[src/rtl/rv_branch_pkg.sv]
// Shared branch-unit definitions: RV32 branch funct3 codes and the 2-bit
// saturating predictor counter encoding with its update rule.
package rv_branch_pkg;

  localparam logic [2:0] BR_EQ  = 3'b000;
  localparam logic [2:0] BR_NE  = 3'b001;
  localparam logic [2:0] BR_LT  = 3'b100;
  localparam logic [2:0] BR_GE  = 3'b101;
  localparam logic [2:0] BR_LTU = 3'b110;
  localparam logic [2:0] BR_GEU = 3'b111;

  typedef enum logic [1:0] {
    BHT_SNT = 2'b00,
    BHT_WNT = 2'b01,
    BHT_WT  = 2'b10,
    BHT_ST  = 2'b11
  } bht_state_e;

  localparam bht_state_e BHT_RESET = BHT_WNT;

  function automatic bht_state_e bht_next(input bht_state_e cur, input logic taken);
    logic [1:0] raw;
    raw = cur;
    if (taken) begin
      return (cur == BHT_ST) ? BHT_ST : bht_state_e'(raw + 2'd1);
    end
    return (cur == BHT_SNT) ? BHT_SNT : bht_state_e'(raw - 2'd1);
  endfunction

endpackage

[src/rtl/bht_counter_table.sv]
// Direct-mapped table of 2-bit saturating counters: one combinational read
// port for fetch, one saturating update port for execute. Reads see old data.
module bht_counter_table
  import rv_branch_pkg::*;
#(
  parameter int DEPTH = 64,
  parameter int IDX_W = 6
) (
  input  logic             clk_i,
  input  logic             rst_i,
  input  logic [IDX_W-1:0] rd_idx_i,
  output bht_state_e       rd_state_o,
  input  logic             upd_en_i,
  input  logic [IDX_W-1:0] upd_idx_i,
  input  logic             upd_taken_i
);

  bht_state_e cnt_q [DEPTH];

  always_ff @(posedge clk_i) begin
    if (rst_i) begin
      for (int i = 0; i < DEPTH; i++) begin
        cnt_q[i] <= BHT_RESET;
      end
    end else if (upd_en_i) begin
      cnt_q[upd_idx_i] <= bht_next(cnt_q[upd_idx_i], upd_taken_i);
    end
  end

  assign rd_state_o = cnt_q[rd_idx_i];

endmodule

[src/rtl/branch_unit_bht.sv]
// Execute-stage branch unit: condition resolution, mispredict flag, BHT
// update, and saturating branch/mispredict performance counters.
module branch_unit_bht
  import rv_branch_pkg::*;
#(
  parameter int XLEN        = 32,
  parameter int BHT_ENTRIES = 64,
  parameter int CNT_W       = 32
) (
  input  logic             clk_i,
  input  logic             rst_i,
  input  logic [XLEN-1:0]  pred_pc_i,
  output logic             pred_taken_o,
  input  logic             ex_valid_i,
  input  logic [3:0]       ex_branch_i,
  input  logic [XLEN-1:0]  ex_pc_i,
  input  logic [XLEN-1:0]  ex_rs1_i,
  input  logic [XLEN-1:0]  ex_rs2_i,
  input  logic             ex_pred_taken_i,
  output logic             ex_taken_o,
  output logic             ex_mispredict_o,
  output logic             ex_illegal_o,
  output logic [CNT_W-1:0] branch_cnt_o,
  output logic [CNT_W-1:0] mispred_cnt_o
);

  localparam int IDX_W = $clog2(BHT_ENTRIES);

  logic [2:0] funct3;
  logic       f3_legal;
  logic       br;
  logic       cond;
  bht_state_e pred_state;

  logic [CNT_W-1:0] branch_cnt_q, branch_cnt_d;
  logic [CNT_W-1:0] mispred_cnt_q, mispred_cnt_d;

  assign funct3   = ex_branch_i[2:0];
  assign f3_legal = (funct3 != 3'b010) && (funct3 != 3'b011);
  assign br       = ex_valid_i && ex_branch_i[3] && f3_legal;

  always_comb begin
    cond = 1'b0;
    case (funct3)
      BR_EQ:   cond = (ex_rs1_i == ex_rs2_i);
      BR_NE:   cond = (ex_rs1_i != ex_rs2_i);
      BR_LT:   cond = ($signed(ex_rs1_i) < $signed(ex_rs2_i));
      BR_GE:   cond = ($signed(ex_rs1_i) >= $signed(ex_rs2_i));
      BR_LTU:  cond = (ex_rs1_i < ex_rs2_i);
      BR_GEU:  cond = (ex_rs1_i >= ex_rs2_i);
      default: cond = 1'b0;
    endcase
  end

  assign ex_taken_o      = br && cond;
  assign ex_mispredict_o = br && (ex_taken_o != ex_pred_taken_i);
  assign ex_illegal_o    = ex_valid_i && ex_branch_i[3] && !f3_legal;

  bht_counter_table #(
    .DEPTH (BHT_ENTRIES),
    .IDX_W (IDX_W)
  ) u_table (
    .clk_i       (clk_i),
    .rst_i       (rst_i),
    .rd_idx_i    (pred_pc_i[IDX_W+1:2]),
    .rd_state_o  (pred_state),
    .upd_en_i    (br),
    .upd_idx_i   (ex_pc_i[IDX_W+1:2]),
    .upd_taken_i (ex_taken_o)
  );

  assign pred_taken_o = pred_state[1];

  // Counters stick at all-ones so long runs never wrap back to small values.
  always_comb begin
    branch_cnt_d  = branch_cnt_q;
    mispred_cnt_d = mispred_cnt_q;
    if (br && (branch_cnt_q != '1)) begin
      branch_cnt_d = branch_cnt_q + 1'b1;
    end
    if (ex_mispredict_o && (mispred_cnt_q != '1)) begin
      mispred_cnt_d = mispred_cnt_q + 1'b1;
    end
  end

  always_ff @(posedge clk_i) begin
    if (rst_i) begin
      branch_cnt_q  <= '0;
      mispred_cnt_q <= '0;
    end else begin
      branch_cnt_q  <= branch_cnt_d;
      mispred_cnt_q <= mispred_cnt_d;
    end
  end

  assign branch_cnt_o  = branch_cnt_q;
  assign mispred_cnt_o = mispred_cnt_q;

  logic unused_bits;
  assign unused_bits = ^{pred_pc_i[XLEN-1:IDX_W+2], pred_pc_i[1:0],
                         ex_pc_i[XLEN-1:IDX_W+2], ex_pc_i[1:0], pred_state[0]};

endmodule
[config.mk]
export PLATFORM = sky130hd
export DESIGN_NAME = branch_unit_bht
export DESIGN_NICKNAME = d
export VERILOG_FILES = /design/src/rtl/rv_branch_pkg.sv /design/src/rtl/bht_counter_table.sv /design/src/rtl/branch_unit_bht.sv
export SDC_FILE = /design/constraint.sdc
export NUM_CORES = 1
export LEC_CHECK = 0
export ABC_AREA = 1
export CAP_MARGIN = 5
export CELL_PAD_IN_SITES_DETAIL_PLACEMENT = 1
export CELL_PAD_IN_SITES_GLOBAL_PLACEMENT = 2
export CORE_MARGIN = 2
export CORE_UTILIZATION = 30
export DETAILED_ROUTE_END_ITERATION = 10
export GPL_ROUTABILITY_DRIVEN = 0
export GPL_TIMING_DRIVEN = 1
export HOLD_SLACK_MARGIN = 0.1
export PLACE_DENSITY_LB_ADDON = 0.12
export RECOVER_POWER = 50
export SYNTH_ARGS = -nofsm -noshare
export SYNTH_HDL_FRONTEND = slang
export SYNTH_SLANG_ARGS = --single-unit
[constraint.sdc]
create_clock -name clk_i -period 2.48 [get_ports clk_i]
set_input_delay 0.248 -clock clk_i [delete_from_list [all_inputs] [get_ports clk_i]]
set_output_delay 0.248 -clock clk_i [all_outputs]
set_load 0.02 [all_outputs]
== Yosys cells after proc, flatten, opt, wreduce, memory -nomap -nowiden ==
Memories as Yosys holds them, arrays and structs flattened.
Cells that the tools add are included.

* Register bits: 64
* Memory bits (writable): 128
* Output and inout port bits: 68
* Memories: 1

{| class="wikitable"
|+ Memories
! name !! depth !! bits a word !! rd ports !! clocked after memory_dff !! write ports !! RTL line !! text
|-
| u_table.cnt_q || 64 || 2 || 2 || 0 || 64 || bht_counter_table.sv:18 || <nowiki>bht_state_e cnt_q [DEPTH];</nowiki>
|}

* Add/subtract/negate cells: 4
* $lt $le $gt $ge: 4
* Equal/unequal tests: 13
* Muxes and demuxes: 18
* Reduce and logical (&&, ||, !) cells: 12

{| class="wikitable"
|+ Operators by type and width
! cell !! count
|-
| $add 32x1->32 const B || 2
|-
| $ge 32x32->1 || 2
|-
| $lt 32x32->1 || 2
|-
| $ne 32x32->1 const B || 2
|-
| $eq 32x32->1 || 1
|-
| $ne 32x32->1 || 1
|-
| $mux 2 || 7
|-
| $eq 3x3->1 const B || 4
|-
| $mux 1 || 9
|-
| $logic_and 1x1->1 || 8
|-
| $mux 6 || 1
|-
| $ne 3x2->1 const B || 2
|-
| $pmux 1 s6 || 1
|-
| $eq 3x1->1 const B || 1
|-
| $logic_not 3->1 || 1
|-
| $add 2x1->2 const B || 1
|-
| $eq 2x2->1 const B || 1
|-
| $logic_not 2->1 || 1
|-
| $reduce_or 2->1 || 1
|-
| $sub 2x1->2 const B || 1
|-
| $logic_not 1->1 || 1
|-
| $ne 1x1->1 || 1
|}

== Longest topological paths before layout ==
Gate-level depths: netlist of run 1.

* Word-level depth: 11
* Depth in mapped cells: 23
* Mapped depth without buffers: 23

== By module ==
Synthesis of run 1 repeated with hierarchy kept, for this count alone.

* Cell total of the unflattened synthesis: 1870
* Area total of the unflattened synthesis: 12926.1 sq um

{| class="wikitable"
|+ Modules (own cells, without submodules)
! module !! times used !! cells each !! area each (sq um) !! sequential area each (sq um)
|-
| bht_counter_table || 1 || 1142 || 8164.1 || 3843.7
|-
| branch_unit_bht || 1 || 728 || 4762.1 || 1281.2
|}

== Worst setup path after synthesis of run 1 ==
OpenSTA, ideal clock, no wires.

* Kind: register -> register
* Start point: reg mispred_cnt_q[1], in the netlist mispred_cnt_o[1]
* End point: reg mispred_cnt_q[10], in the netlist mispred_cnt_o[10]
* Setup time: 0.132 ns
* Arrival time: 2.213 ns
* Required time: 2.348 ns
* Slack: 0.134 ns
* Stages on the path, launching flop included: 13
* Buffers on the path: 2
* Period minus slack after synthesis: 2.346 ns
* Cell sequence: dfxtp_1 ha_1 nand2_1 nor3_1 inv_1 nor4_1 nand3_1 nor2_1 nand2_1 clkbuf_1 buf_1 nand4_1 a21oi_1

* Cells in the longest elaborated chain, start to end: 2
* Elaborated cells between the ends (all ways): 3
* Classes of those cells: add/sub: 1; eq/ne: 1; reduce/logical: 1

{| class="wikitable"
|+ RTL lines
! element !! RTL line !! text
|-
| start: declaration || branch_unit_bht.sv:36 || <nowiki>logic [CNT_W-1:0] mispred_cnt_q, mispred_cnt_d;</nowiki>
|-
| start signal: assignment || branch_unit_bht.sv:92 || <nowiki>mispred_cnt_q <= mispred_cnt_d;</nowiki>
|-
| parallel branches: the longest is 2 deep, another holds $add 32x1->32 || - ||
|}

Several ways; the timed one is not identified.
A chain may end at the register's enable or synchronous reset.

==> flow_summary.json, run 1 <==
{
  "status": "complete, no violations",
  "rsz0062_at_grt": "true",
  "diodes": 0,
  "total_power_mw": 7.59,
  "setup_slack_ps": 110,
  "fin_setup_tns_ps": 0,
  "grt_max_degree": 51,
  "critPathMostFrequentCell": "buf_4",
  "grt_pass1_vias": 12168,
  "synth-edff-count": 128,
  "finalSetupViolations": 0,
  "fill_cells": 4586,
  "dp_hpwl_mm": 31.7,
  "critPathKind": "in2reg",
  "synth_common_cells": "nand2_1, nor2_1, inv_1",
  "r2r_cells": 12,
  "yosys_register_bits": 192,
  "min_path_cells": 3,
  "yosysMostFrequentCell": "nand2_1",
  "cts_sinks": 192,
  "synthCells": 1537,
  "io_pins": 204,
  "die_width_um": 200,
  "tritoncts": "done",
  "report.final.slew_viol_count": 0,
  "slew_headroom_pct": 62.4,
  "synthXorXnorAreaFrac_pct": 2.44,
  "ys_seq_area_share_pct": 44.6,
  "synth_simple_gate_area_share_pct": 29.1,
  "synthTopCellsByArea": "edfxtp_1, nand2_1, dfxtp_1",
  "register_area_mm2": 0.00512,
  "clk_pin_slew_ps": 70,
  "irDropWorstVdd_v": 0.000487,
  "holdWs_ps": 394,
  "cts_htree_levels": 4,
  "worstHoldStart": "rst_i",
  "drc": 0,
  "grt_first_pass_wirelength_mm": 66.3,
  "critPathTopFamily": "simple AND/OR/NAND/NOR gates",
  "max_clock_freq_mhz": 422,
  "synth_cell_types": 46,
  "synth_top_area_share_pct": 33.4,
  "skew_ps": 16.1,
  "crit_chain": "clkdlybuf4s15_1, inv_2, buf_4, nand3_2, buf_4, nor2_1, a211oi_2, nand4_1, nand2_1, nand4_1, nor2_1, buf_4, nand2_2, nand2_8, buf_12, nand2_1",
  "ys.flop_type": "edfxtp_1",
  "critPathBufInv": 6,
  "rrSetupSlack_ps": 150,
  "routedWlPerCell_um": 18.3,
  "multi_input_area_mm2": 0.00608,
  "synth_nets": 1707,
  "synth-compound-area-share_pct": 10.4,
  "fin_nets": 1991,
  "viasPerCell": 4.91,
  "grt-ovfl-total": 0,
  "ant_nets": 0,
  "clk_latency_ps": 470,
  "end_kind": "register",
  "crit_required_ps": 2690,
  "dp_slack_ps": -841,
  "start_util_pct": 30.5,
  "synth.cell_area_mm2": 0.0115,
  "drt_iter0_drc": 536,
  "io_buffer_count": 151,
  "vias": 11510,
  "leakage_nw": 6.25,
  "finalCriticalPeriod_ps": 2370,
  "ys_async_sr_fraction_pct": 0,
  "post-route-period-util_pct": 95.6,
  "critPathSlowestCell": "a211oi_2",
  "max_cap_viol_count": 0,
  "worst_pin_slew_ps": 559,
  "critical_path_arrival_ps": 2580,
  "cts_buffers": 17,
  "coreArea_mm2": 0.0378,
  "grtUsageTotal_pct": 21.9,
  "synthMuxAreaShare_pct": 0,
  "hold_buffers": 0,
  "cts_buffer_depth": 2,
  "syn_to_final_growth_pct": 41.1,
  "hold_class": "in2reg",
  "regToRegStartpoint": "u_table.cnt_q[19][1]$_SDFFCE_PN0P_",
  "hold_violations": 0,
  "grt_antenna_before_repair": 0,
  "chipHeight_um": 200,
  "drive_gt1_share_pct": 22.6,
  "dieArea_mm2": 0.0399,
  "clockRootBuffer": "clkbuf_16",
  "startpoint_type": "input port",
  "crit_fanout": 19,
  "r2r_end": "u_table.cnt_q[47][0]$_SDFFCE_PN1P_",
  "synth_top_family_by_area": "simple AND/OR/NAND/NOR gates",
  "cp.depth": 16,
  "drt_wl_total_mm": 43.0,
  "rows": 71,
  "synth_fa_ha_area_share_pct": 3.70,
  "yosys_warnings": 0,
  "first_pass_iters": 5,
  "post-synth-top-area-cell": "edfxtp_1",
  "synth_area_per_cell_um2": 7.48,
  "max_stage_delay_ps": 250,
  "powerDensity_mw_per_mm2": 468,
  "hold_end": "branch_cnt_o[19]$_SDFFE_PP0P_"
}
## how the worst max path moves through the flow
stage,from,end,slack (ps)
final,ex_pc_i[2],u_table.cnt_q[47][0]$_SDFFCE_PN1P_,110
after global routing,branch_cnt_o[12]$_SDFFE_PP0P_,branch_cnt_o[29]$_SDFFE_PP0P_,-60
after CTS,ex_rs2_i[28],ex_mispredict_o,2
after detailed placement,ex_rs2_i[7],ex_mispredict_o,-840
after global placement,ex_rs2_i[7],ex_mispredict_o,-780
after floorplan,mispred_cnt_o[1]$_SDFFE_PP0P_,mispred_cnt_o[10]$_SDFFE_PP0P_,130
## per-stage QoR
stage / cell area (µm²) / cells / utilization (%)
floorplan: 11500 / 1537 / -
CTS: 16000 / 2333 / 42.3
global placement: 14800 / 2294 / 39.1
detailed placement: 14800 / 2294 / 39.1
finish: 16200 / 2345 / 43.0
global route: 16200 / 2345 / 43.0
## logic make-up (layout without fill, tap and decap cells)
| family | Yosys count | count (layout) |
|---|---|---|
| compound gates | 195 | 195 |
| xor+xnor | 32 | 32 |
| fa+ha+maj | 34 | 34 |
| buf+inv | 285 | 582 |
| flops | 192 | 192 |
| simple gates | 799 | 799 |
## placed cells by master, fill, tap and decap left out, drive strengths merged, types with 6 or more instances in the layout
| master | n |
|---|---|
| o22ai | 6 |
| xor2 | 27 |
| a211oi | 6 |
| nand4 | 60 |
| ha | 34 |
| clkdlybuf4s15 | 19 |
| a22oi | 14 |
| nand2 | 391 |
| dlygate4sd2 | 15 |
| clkdlybuf4s50 | 22 |
| dlygate4sd3 | 56 |
| nand3 | 35 |
| inv | 234 |
| a221oi | 16 |
| o21a | 7 |
| o21ai | 53 |
| a21oi | 73 |
| nor3 | 43 |
| o221ai | 6 |
| clkbuf | 55 |
| dfxtp | 64 |
| nor4 | 12 |
| edfxtp | 128 |
| nor2 | 251 |
| buf | 172 |
## layer usage
layer	track usage [%]	part of all wire [%]	wire [µm]
met1	27.8	45	19300
met2	38.6	50	21500
met3	3.16	3.6	1540
met4	5.95	1.6	707
met5	0	0	0
## worst min-delay path: cells and delay by family
kind | cells | cell delay (ps)
and+or+nand+nor | 1 | 150
buffers and inverters | 2 | 410
## final cells by class
type | count | share of cell area (%)
repair buffers | 321 | 18.1
clock buffers | 18 | 2.71
flip-flops and latches | 192 | 31.6
multi-input cells | 1060 | 37.5
inverters | 229 | 5.44
well taps | 511 | 3.94
clock inverters | 14 | 0.756
## registers in the layout, indices dropped and copies added, names as in the netlist
register	count
u_table.cnt_q	128
branch_cnt_o	32
mispred_cnt_o	32
## where the power goes
| part | switching, mW | leakage, nW | internal [mW] | total (mW) |
|---|---|---|---|---|
| sequential | 0.0340 | 1.66 | 3.45 | 3.49 |
| clock | 1.40 | 0.264 | 1.34 | 2.74 |
| combinational | 0.788 | 4.32 | 0.578 | 1.37 |
## repair_timing
item,CTS,global route
hold endpoints to repair,0,0
cloned,1,5
resized for setup,234,141
setup endpoints to repair,153,174
setup buffers,6,9
pin swaps,72,65
(Power assumes the default switching activity.)
==> run 2: changes to the inputs <==
--- a/config.mk
+++ b/config.mk
@@ -19,4 +19,5 @@
 export RECOVER_POWER = 50
 export SYNTH_ARGS = -nofsm -noshare
 export SYNTH_HDL_FRONTEND = slang
+export SYNTH_HIERARCHICAL = 1
 export SYNTH_SLANG_ARGS = --single-unit
==> flow_summary.json, run 2 <==
{
  "met1_usage_pct": 27.3,
  "critPathSlowestCell": "ha_4",
  "critPathKind": "in2reg",
  "io_pins": 204,
  "critical_path_arrival_ps": 2780,
  "critPathMostFrequentCell": "nand2_4",
  "syn_to_final_growth_pct": 41.2,
  "vias": 12599,
  "r2r_cells": 13,
  "crit_chain": "clkdlybuf4s15_1, ha_4, nand2_4, nor2_2, nor3b_4, buf_4, nand2_4, nand2_2, nand2_4, nand2_2, nor2_2, nor2_4, a21boi_2, buf_4, nand3b_1, nand2_4, buf_6, clkbuf_16, nand3_4",
  "slew_headroom_pct": 43.2,
  "synth_area_per_cell_um2": 7.01,
  "drt_iter0_drc": 586,
  "drc": 0,
  "finalSetupViolations": 127,
  "holdWs_ps": 432,
  "dp_hpwl_mm": 34.0,
  "die_width_um": 208,
  "grt_use_met2_pct": 38.8,
  "io_buffer_count": 151,
  "rrSetupSlack_ps": 20,
  "grt_max_degree": 65,
  "grt-busiest-layer": "met2",
  "status": "finished, violations left",
  "grt-ovfl-total": 0,
  "layout_commonest_cell": "nand2_1",
  "endpoint": "u_table/cnt_q[60][0]$_SDFFCE_PN1P_",
  "cts_htree_levels": 4,
  "clockRootBuffer": "clkbuf_16",
  "dieArea_mm2": 0.0431,
  "hold_class": "in2reg",
  "viasPerCell": 4.90,
  "yosys_warnings": 6,
  "fill_cells": 4979,
  "end_kind": "register",
  "placed_cell_area_mm2": 0.0154,
  "grt_pass1_vias": 13478,
  "start_util_pct": 30.4,
  "routedWlPerCell_um": 19.0,
  "fin_nets": 2197,
  "finalCriticalPeriod_ps": 2580,
  "drive_gt1_share_pct": 24.3,
  "cts_sinks": 192,
  "grt_antenna_before_repair": 1,
  "setup_slack_ps": -103,
  "cts_buffer_depth": 2,
  "largest_register_ffs": 128,
  "critPathTopFamily": "simple AND/OR/NAND/NOR gates",
  "synth.cell_area_mm2": 0.0124,
  "crit_required_ps": 2680,
  "cts_buffers": 17,
  "skew_ps": 9.85,
  "grtUsageTotal_pct": 21.5,
  "coreArea_mm2": 0.0408,
  "max_clock_freq_mhz": 387,
  "violations": "negative setup slack",
  "tritoncts": "done",
  "clk_pin_slew_ps": 70,
  "synth_nets": 1944,
  "drt_wl_total_mm": 48.8,
  "use_met3_pct": 2.68,
  "post-route-period-util_pct": 104,
  "first_pass_iters": 5,
  "regToRegStartpoint": "u_table/cnt_q[24][1]$_SDFFCE_PN0P_",
  "clk_latency_ps": 460,
  "irDropWorstVdd_v": 0.000496,
  "hold_buffers": 0,
  "cp.depth": 19,
  "leakage_nw": 7.08,
  "worst_pin_slew_ps": 852,
  "max_cap_viol_count": 0,
  "report.final.slew_viol_count": 0,
  "grt_first_pass_wirelength_mm": 73.6,
  "regMostFlops": "u_table/cnt_q",
  "hold_violations": 0,
  "layout.cells.most_common_list": "nand2_1, nor2_1, inv_1, edfxtp_1, buf_4",
  "startpoint_type": "input port",
  "critPathBufInv": 5,
  "max_stage_delay_ps": 290,
  "rows": 74,
  "ant_nets": 0,
  "rsz0062_at_grt": "true",
  "powerDensity_mw_per_mm2": 459,
  "chipHeight_um": 208,
  "crit_fanout": 8,
  "design_area_mm2": 0.0175,
  "r2r_end": "u_table/cnt_q[28][1]$_SDFFCE_PN0P_",
  "crit_start": "ex_rs1_i[22]",
  "synthCells": 1774
}
run 2: area by class of cell:
| type | count | area (µm²) | area share (%) |
|---|---|---|---|
| Multi-Input combinational cell | 1266 | 7160 | 40.8 |
| Inverter | 224 | 851 | 4.85 |
| Tap cell | 532 | 666 | 3.79 |
| Clock inverter | 14 | 139 | 0.791 |
| Clock buffer | 18 | 439 | 2.50 |
| Antenna cell | 1 | 2.50 | 0.0143 |
| Sequential cell | 192 | 5120 | 29.2 |
| Timing Repair Buffer | 326 | 3170 | 18.1 |
run 2: through the flow:
step           std cells  power, mW  setup slack (ps)  setup TNS (ps)  utilization, %
2_1_floorplan       1774       4.21             -23.5           -1240               -
3_3_place_gp        2500       4.80              -687         -107540            37.7
3_5_place_dp        2500       4.82              -819         -130170            37.7
4_1_cts             2539       7.77             -39.9           -51.0            40.5
5_1_grt             2572       8.38              -223          -21850            43.0
6_report            2573       8.05              -103           -6510            43.0
run 2: how the worst min path moves through the flow:
stage / endpoint / depth (start not counted) / start
global placement: branch_cnt_o[18]$_SDFFE_PP0P_ / 2 / branch_cnt_o[18]$_SDFFE_PP0P_
CTS: mispred_cnt_o[19]$_SDFFE_PP0P_ / 3 / rst_i
detailed placement: branch_cnt_o[18]$_SDFFE_PP0P_ / 2 / branch_cnt_o[18]$_SDFFE_PP0P_
finish: mispred_cnt_o[5]$_SDFFE_PP0P_ / 3 / rst_i
floorplan: mispred_cnt_o[2]$_SDFFE_PP0P_ / 3 / ex_branch_i[1]
global route: mispred_cnt_o[17]$_SDFFE_PP0P_ / 3 / rst_i
run 2: power by group:
part           internal [mW]  switching [mW]
Combinational          0.733            1.01
Sequential              3.45          0.0287
Clock                   1.51            1.32
Total                   5.69            2.35
run 2: routing by layer:
| metal | wire length (µm) | vias up |
|---|---|---|
| li1 | - | 6219 |
| met1 | 21900 | 6171 |
| met3 | 1290 | 37 |
| met4 | 728 | 0 |
| met2 | 24900 | 172 |
| met5 | 0 | - |
run 2: timing repair:
action | CTS | global route
setup endpoints to repair | 163 | 170
endpoints found under the hold margin | 0 | 0
resized for setup | 214 | 264
cloned | 0 | 15
buffers inserted | 7 | 18
pin swaps | 65 | 61
run 2: tightest hold or removal path, delay by kind of cell:
family	cells	cell delay, ps
buffers and inverters	2	430
AOI/OAI and AO/OA	1	160
==> run 3: changes to the inputs <==
--- a/config.mk
+++ b/config.mk
@@ -6,7 +6,6 @@
 export NUM_CORES = 1
 export LEC_CHECK = 0
 export ABC_AREA = 1
-export CAP_MARGIN = 5
 export CELL_PAD_IN_SITES_DETAIL_PLACEMENT = 1
 export CELL_PAD_IN_SITES_GLOBAL_PLACEMENT = 2
 export CORE_MARGIN = 2
==> results of run 3 <==
The final DEF is identical to that of run 2; final timing and power are the same.
